==> config.mk <==
export PLATFORM = sky130hd
export DESIGN_NAME = mem_bus_arbiter_flat
export DESIGN_NICKNAME = d
export VERILOG_FILES = /design/src/rtl/mem_bus_arbiter_if.sv /design/src/rtl/mem_bus_arbiter.sv /design/src/flat_wrapper.sv
export SDC_FILE = /design/constraint.sdc
export NUM_CORES = 1
export LEC_CHECK = 0
export CAP_MARGIN = 20
export CORE_MARGIN = 5
export CORE_UTILIZATION = 44
export DETAILED_ROUTE_END_ITERATION = 10
export PLACE_DENSITY = 0.88
export SETUP_SLACK_MARGIN = 0.2
export SLEW_MARGIN = 20
export SYNTH_ARGS = -nofsm -noshare
export SYNTH_HDL_FRONTEND = slang
export SYNTH_SLANG_ARGS = --single-unit
==> constraint.sdc <==
create_clock -name clk -period 9.01 [get_ports clk]
set_input_delay 2.703 -clock clk [delete_from_list [all_inputs] [get_ports clk]]
set_output_delay 2.703 -clock clk [all_outputs]
set_load 0.05 [all_outputs]
==> src/rtl/mem_bus_arbiter_if.sv <==
// mem_bus_arbiter_if
//   Bundles the two requester ports and the shared memory bus of mem_bus_arbiter.
//   slave  : arbiter view (takes m0/m1 requests, drives the memory bus, gnt, bus_err)
//   master : environment view (requesters + memory responder)
//   Port 0 / port 1: *_req, *_we, *_addr, *_wdata -> arbiter; *_rdata, *_ready <- arbiter
//   Memory:          mem_req, mem_we, mem_addr, mem_wdata <- arbiter; mem_rdata, mem_ack -> arbiter
interface mem_bus_arbiter_if #(
  parameter int AW = 32,
  parameter int DW = 32
);
  logic          m0_req, m0_we, m0_ready;
  logic [AW-1:0] m0_addr;
  logic [DW-1:0] m0_wdata, m0_rdata;

  logic          m1_req, m1_we, m1_ready;
  logic [AW-1:0] m1_addr;
  logic [DW-1:0] m1_wdata, m1_rdata;

  logic          mem_req, mem_we, mem_ack;
  logic [AW-1:0] mem_addr;
  logic [DW-1:0] mem_wdata, mem_rdata;

  logic [1:0]    gnt;
  logic          bus_err;

  modport slave (
    input  m0_req, m0_we, m0_addr, m0_wdata,
    output m0_rdata, m0_ready,
    input  m1_req, m1_we, m1_addr, m1_wdata,
    output m1_rdata, m1_ready,
    output mem_req, mem_we, mem_addr, mem_wdata,
    input  mem_rdata, mem_ack,
    output gnt, bus_err
  );

  modport master (
    output m0_req, m0_we, m0_addr, m0_wdata,
    input  m0_rdata, m0_ready,
    output m1_req, m1_we, m1_addr, m1_wdata,
    input  m1_rdata, m1_ready,
    input  mem_req, mem_we, mem_addr, mem_wdata,
    output mem_rdata, mem_ack,
    input  gnt, bus_err
  );
endinterface

==> src/rtl/mem_bus_arbiter.sv <==
// mem_bus_arbiter
//   Shares one data-memory/MIO bus between port 0 (SCPU load/store) and port 1
//   (auxiliary master). Round-robin grant, latched transaction, mem_req/mem_ack
//   handshake, per-port read-data holding registers, and a watchdog that aborts
//   an access after TIMEOUT BUSY cycles without mem_ack.
// Ports
//   clk  rising-edge clock
//   rst  asynchronous active-high reset
//   bus  mem_bus_arbiter_if.slave (AW/DW of the interface must match this module)
//        m*_ready : 1-cycle completion pulse to the granted port
//        m*_rdata : holds the last completed read of that port
//        gnt      : one-hot {m1,m0} from grant through DONE, 0 in IDLE
//        bus_err  : pulses with ready when the access was aborted
module mem_bus_arbiter #(
  parameter int            AW       = 32,
  parameter int            DW       = 32,
  parameter int            TIMEOUT  = 15,
  parameter logic [DW-1:0] ERR_DATA = DW'(32'hDEAD_BEEF)
) (
  input  logic             clk,
  input  logic             rst,
  mem_bus_arbiter_if.slave bus
);
  localparam int             WDW     = $clog2(TIMEOUT + 1);
  localparam logic [WDW-1:0] WD_LAST = WDW'(TIMEOUT - 1);
  localparam logic [WDW-1:0] WD_SAT  = WDW'(TIMEOUT);

  typedef enum logic [1:0] {IDLE, BUSY, DONE} state_t;

  typedef struct packed {
    logic          we;
    logic [AW-1:0] addr;
    logic [DW-1:0] wdata;
  } req_t;

  state_t             state;
  logic [1:0]         req;
  req_t [1:0]         rq;
  req_t               cur;          // latched copy driving the memory bus
  logic [1:0][DW-1:0] rdata;
  logic [1:0]         ready, gnt;
  logic               mem_req, bus_err;
  logic               last_grant;   // also selects the owner of the current access
  logic               win;
  logic [WDW-1:0]     wd;

  assign req   = {bus.m1_req, bus.m0_req};
  assign rq[0] = {bus.m0_we, bus.m0_addr, bus.m0_wdata};
  assign rq[1] = {bus.m1_we, bus.m1_addr, bus.m1_wdata};

  // On a tie the port that did not win last time goes; last_grant resets to 1
  // so port 0 wins the first tie.
  always_comb begin
    win = req[1];
    if (&req) win = ~last_grant;
  end

  always_ff @(posedge clk or posedge rst) begin
    if (rst) begin
      state      <= IDLE;
      cur        <= '0;
      mem_req    <= 1'b0;
      gnt        <= '0;
      ready      <= '0;
      bus_err    <= 1'b0;
      rdata      <= '0;
      last_grant <= 1'b1;
      wd         <= '0;
    end else begin
      ready   <= '0;
      bus_err <= 1'b0;
      case (state)
        IDLE: if (|req) begin
          state      <= BUSY;
          cur        <= rq[win];
          mem_req    <= 1'b1;
          gnt        <= win ? 2'b10 : 2'b01;
          last_grant <= win;
          wd         <= '0;
        end
        BUSY: begin
          // ack is checked first so an ack on the final watchdog cycle still succeeds
          if (bus.mem_ack) begin
            state             <= DONE;
            mem_req           <= 1'b0;
            ready[last_grant] <= 1'b1;
            if (!cur.we) rdata[last_grant] <= bus.mem_rdata;
          end else if (wd == WD_LAST) begin
            state             <= DONE;
            mem_req           <= 1'b0;
            ready[last_grant] <= 1'b1;
            bus_err           <= 1'b1;
            if (!cur.we) rdata[last_grant] <= ERR_DATA;
          end else if (wd != WD_SAT) begin
            wd <= wd + 1'b1;
          end
        end
        DONE: begin
          // one turnaround cycle so a requester can drop req before re-arbitration
          state <= IDLE;
          gnt   <= '0;
          wd    <= '0;
        end
        default: state <= IDLE;
      endcase
    end
  end

  assign bus.mem_req   = mem_req;
  assign bus.mem_we    = cur.we;
  assign bus.mem_addr  = cur.addr;
  assign bus.mem_wdata = cur.wdata;
  assign bus.m0_rdata  = rdata[0];
  assign bus.m1_rdata  = rdata[1];
  assign bus.m0_ready  = ready[0];
  assign bus.m1_ready  = ready[1];
  assign bus.gnt       = gnt;
  assign bus.bus_err   = bus_err;
endmodule
==> src/flat_wrapper.sv <==
// flat-port wrapper written by rule: the top's interface ports become plain ports
module mem_bus_arbiter_flat 
#(
  parameter int            AW       = 32,
  parameter int            DW       = 32,
  parameter int            TIMEOUT  = 15,
  parameter logic [DW-1:0] ERR_DATA = DW'(32'hDEAD_BEEF)
)
  (clk, rst, bus_m0_req, bus_m0_we, bus_m0_addr, bus_m0_wdata, bus_m0_rdata, bus_m0_ready, bus_m1_req, bus_m1_we, bus_m1_addr, bus_m1_wdata, bus_m1_rdata, bus_m1_ready, bus_mem_req, bus_mem_we, bus_mem_addr, bus_mem_wdata, bus_mem_rdata, bus_mem_ack, bus_gnt, bus_bus_err);
  mem_bus_arbiter_if #(.AW(AW), .DW(DW)) bus_i ();
  input  logic clk;
  input  logic rst;
  input wire logic [$bits(bus_i.m0_req)-1:0] bus_m0_req;
  input wire logic [$bits(bus_i.m0_we)-1:0] bus_m0_we;
  input wire logic [$bits(bus_i.m0_addr)-1:0] bus_m0_addr;
  input wire logic [$bits(bus_i.m0_wdata)-1:0] bus_m0_wdata;
  output wire logic [$bits(bus_i.m0_rdata)-1:0] bus_m0_rdata;
  output wire logic [$bits(bus_i.m0_ready)-1:0] bus_m0_ready;
  input wire logic [$bits(bus_i.m1_req)-1:0] bus_m1_req;
  input wire logic [$bits(bus_i.m1_we)-1:0] bus_m1_we;
  input wire logic [$bits(bus_i.m1_addr)-1:0] bus_m1_addr;
  input wire logic [$bits(bus_i.m1_wdata)-1:0] bus_m1_wdata;
  output wire logic [$bits(bus_i.m1_rdata)-1:0] bus_m1_rdata;
  output wire logic [$bits(bus_i.m1_ready)-1:0] bus_m1_ready;
  output wire logic [$bits(bus_i.mem_req)-1:0] bus_mem_req;
  output wire logic [$bits(bus_i.mem_we)-1:0] bus_mem_we;
  output wire logic [$bits(bus_i.mem_addr)-1:0] bus_mem_addr;
  output wire logic [$bits(bus_i.mem_wdata)-1:0] bus_mem_wdata;
  input wire logic [$bits(bus_i.mem_rdata)-1:0] bus_mem_rdata;
  input wire logic [$bits(bus_i.mem_ack)-1:0] bus_mem_ack;
  output wire logic [$bits(bus_i.gnt)-1:0] bus_gnt;
  output wire logic [$bits(bus_i.bus_err)-1:0] bus_bus_err;
  assign bus_i.m0_req = bus_m0_req;
  assign bus_i.m0_we = bus_m0_we;
  assign bus_i.m0_addr = bus_m0_addr;
  assign bus_i.m0_wdata = bus_m0_wdata;
  assign bus_m0_rdata = bus_i.m0_rdata;
  assign bus_m0_ready = bus_i.m0_ready;
  assign bus_i.m1_req = bus_m1_req;
  assign bus_i.m1_we = bus_m1_we;
  assign bus_i.m1_addr = bus_m1_addr;
  assign bus_i.m1_wdata = bus_m1_wdata;
  assign bus_m1_rdata = bus_i.m1_rdata;
  assign bus_m1_ready = bus_i.m1_ready;
  assign bus_mem_req = bus_i.mem_req;
  assign bus_mem_we = bus_i.mem_we;
  assign bus_mem_addr = bus_i.mem_addr;
  assign bus_mem_wdata = bus_i.mem_wdata;
  assign bus_i.mem_rdata = bus_mem_rdata;
  assign bus_i.mem_ack = bus_mem_ack;
  assign bus_gnt = bus_i.gnt;
  assign bus_bus_err = bus_i.bus_err;
  mem_bus_arbiter #(.AW(AW), .DW(DW), .TIMEOUT(TIMEOUT), .ERR_DATA(ERR_DATA)) u_core (.clk(clk), .rst(rst), .bus(bus_i));
endmodule
==> results.md <==
- The final sum of negative setup slack is 0 ns.
- Of all nets on the critical path, the largest fanout is 4.
- The root buffer cell is clkbuf_16.
- Of all flip-flops after synthesis, the portion carrying an async set or reset was 1.00.
- The kind of cell adding the most delay to the critical path is buffers and inverters.
- The slowest stage cell on the critical path is clkdlybuf4s50_1.
- The total overflow left after global routing is 0.
- The initial cell density of the core is 0.450.
- After detailed routing, the average wire length per cell comes to 19.5 um.
- The post-layout worst setup margin is 4.49 ns.
- The worst slew margin relative to its limit is 0.373.
- The post-synthesis net count is 683.
- The standby leakage power is 4.27 nW.
- The number of different library cells in the post-synthesis netlist is 39.
- The floorplan step defined a core boundary enclosing 13900 um^2.
- Clock tree synthesis inserted a total of 17 buffers.
- The share of the cycle needed by the critical path after routing is 0.502.
- Yosys printed 0 warnings.
- For this run, the register share of the synthesized area comes to 0.566.
- The post-synthesis instance area is 6280 um^2.
- Gates resized during post-CTS repair numbered 0.
- The vertical die dimension is 129 um.
- The clock latency of the later-clocked register in the worst-skew pair is 0.41 ns.
- Setup repair after global routing left no endpoint under its margin.
- Of the total synthesized cell area, the portion taken by AND, OR, NAND and NOR gates is 0.106.
- The initial antenna violation count was 0.
- The share of the synthesized area in compound gates (AO/OA/AOI/OAI) is 0.123.
- The number of port buffers is 301.
- Post-CTS timing repair inserted 0 buffers for setup.
- The total of fill cells in the finished design is 939.
- The via count of the first global-routing pass is 5577.
- The number of diodes added for antenna fixing is 0.
- The critical path starts at u_core.bus.mem_we$_DFFE_PP0P_.
- Measured against the total synthesized area, the mux share comes to 0.129.
- The share of cells above drive strength 1 is 0.146.
- The number of buffers added to fix hold violations after cts is 0.
- The row count is 43.
- The data arrival at the endpoint of the critical path is 1.82 ns.
- The routed via count divided by cell count is 5.37.
- The count of clock tree sinks is 142.
- The most common cell after layout, fill and taps aside is clkdlybuf4s50_1.
- The startpoint of the lowest-slack register-to-register path is u_core.state[0]$_DFFE_PP0P_.
- The xor and xnor fraction of the mapped netlist area is 0.
- Compared with the post-synthesis result, the final layout area differs by 59.9%.
- STA classifies the critical path endpoint as an output port.
- The path class of the tightest hold or removal check is register to register.
- The global-route usage over all layers is 0.229.
- The post-route antenna net violation count is 0.
- The maximum single-stage delay on the critical path is 0.91 ns.
- The startpoint kind of the worst setup timing path is a register.
- The synthesized area per cell is 12.2 um^2.
- In this run the power density over the cells is 423 nW/um^2.
- The die covers 16800 um^2.
- In this run the deepest clock path goes through 2 buffers.
- The combinational family with the most area after synthesis is multiplexers.
- The number of synthesized flops with an enable pin is 0.
- Summed over all layers, the routed wires come to 19400 um.
- The number of remaining DRC errors is 0.
- Based on the critical path, the design can be clocked at up to 0.221 GHz.
- Among all flip-flop cells after synthesis, the most frequent one is dfrtp_1.
- The worst clock skew on the final layout is 0.0111 ns.
- Setup violations remaining at the end of the flow were counted as 0.
- Summed over all nets, the half-perimeter wirelength after detailed placement is 14500 um.
- The start-to-end type of the worst setup path is register to output port.
- The flow ran to the end, and the final reports show no timing, DRC or antenna violations.
- The deepest level of the CTS H-tree is 4.
- The congestion estimate from routability-driven global placement came to 0.944.
- Clock-pin slew was measured on the worst setup and hold paths at 0.06 ns.
- The number of standard cells after synthesis is 514.
- The worst hold path begins at u_core.bus.m0_rdata[27]$_DFFE_PP0P_.
- The number of iterations in the first detailed-routing pass is 5.
- Traced cell by cell, the critical path runs through clkdlybuf4s50_1.
- The number of slew-limit violations in the final report is 0.
- The buffers plus inverters on the worst setup path is 1.
- Synthesis inferred 142 register bits.
- The required time at the endpoint of the critical path is 6.31 ns.
- The worst-case setup slack after placement is 4.15 ns.
- Final hold analysis gives a worst-case slack of 0.490 ns.
- The first global-routing pass estimated 29800 um of wire.
- From left edge to right edge, the die measures 129 um.
- In this run, the number of DRC markers left after iteration 0 of detailed routing was 359.
- The design draws 4.25 mW.
- The TritonCTS clock tree is yes.
- The count of pins on the block boundary is 302.
- In the layout the commonest cells are clkdlybuf4s50_1 (301), dfrtp_1 (141), mux2_2 (69).
- The clock period minus worst slack is 4.52 ns.
- The post-synthesis adder-cell area fraction is 0.00399.
- At the pin with the least slew margin, the transition time is 0.940 ns.
- The total number of vias is 5349.
- Entering global routing, the biggest net connects 78 pins.
- The number of failing hold endpoints at the final stage is 0.
- The worst-case IR drop observed on VDD is 0.190 mV.
- At the end of the flow, the number of nets in the layout was 972.
- The number of maximum-capacitance constraint violations is 0.
## area by class of cell
type                    count  area, um^2  area share
multi-input cells         268        2280       0.227
flip-flops and latches    142        3550       0.354
clock inverters            15         230      0.0229
inverters                  65         249      0.0248
well taps                 180         225      0.0224
repair buffers            309        3070       0.306
clock buffers              17         425      0.0424
## routing by layer
| layer | GRT usage | share of wire |
|---|---|---|
| met4 | 0.100 | 0.032 |
| met3 | 0.0672 | 0.098 |
| met1 | 0.281 | 0.38 |
| met5 | 0 | 0 |
| met2 | 0.377 | 0.49 |
## logic make-up (layout without fill, tap and decap cells)
group           after synthesis  count (layout)
flops                       142             142
compound gates               79              79
mux                          72              72
buf+inv                     104             406
fa+ha+maj                     2               2
simple gates                115             115
## worst paths after layout
path	slack (ns)	depth (start not counted)	endpoint
min in group asynchronous	2.74	2	u_core.bus.mem_addr[22]$_DFFE_PP0P_
hold reg to reg	0.49	1	u_core.bus.m0_rdata[27]$_DFFE_PP0P_
setup reg to reg	6.44	5	u_core.bus.mem_addr[31]$_DFFE_PP0P_
max in group asynchronous	4.86	3	u_core.bus.m0_rdata[6]$_DFFE_PP0P_
hold / removal	0.49	1	u_core.bus.m0_rdata[27]$_DFFE_PP0P_
setup / recovery	4.49	1	bus_mem_we
## registers in the layout, summed over array words and instances (netlist names), 2 cells and up
register and count:
u_core.wd 4, u_core.bus.m0_rdata 32, u_core.ready 2, u_core.bus.mem_wdata 32, u_core.bus.gnt 2, u_core.bus.m1_rdata 32
u_core.bus.mem_addr 32, u_core.state 2
## where the power goes
group          internal, mW  switching (mW)  leakage (nW)
sequential            0.941           0.203          1.70
clock                 0.496           0.273         0.323
combinational         0.849            1.49          2.25
total                  2.29            1.97          4.27
## synth_stat cells (3+ instances only)
cell type,number,share of area
nor3_1,64,0.051
nand2b_1,26,0.026
dfrtp_1,141,0.56
mux2_2,69,0.12
buf_2,18,0.014
nor2_1,3,0.0018
buf_1,3,0.0018
o21ai_0,7,0.0056
and2_1,9,0.0090
buf_6,3,0.0054
a221o_1,62,0.099
inv_1,65,0.039
buf_4,3,0.0036
clkbuf_1,12,0.0072
## metrics by stage
stage          utilization  cell area (um^2)  cells
2_1_floorplan            -              6280    514
3_3_place_gp         0.673              9380    964
3_5_place_dp         0.673              9380    964
4_1_cts              0.720             10000    996
5_1_grt              0.720             10000    996
6_report             0.720             10000    996
Power figures use the tool's default switching activity.
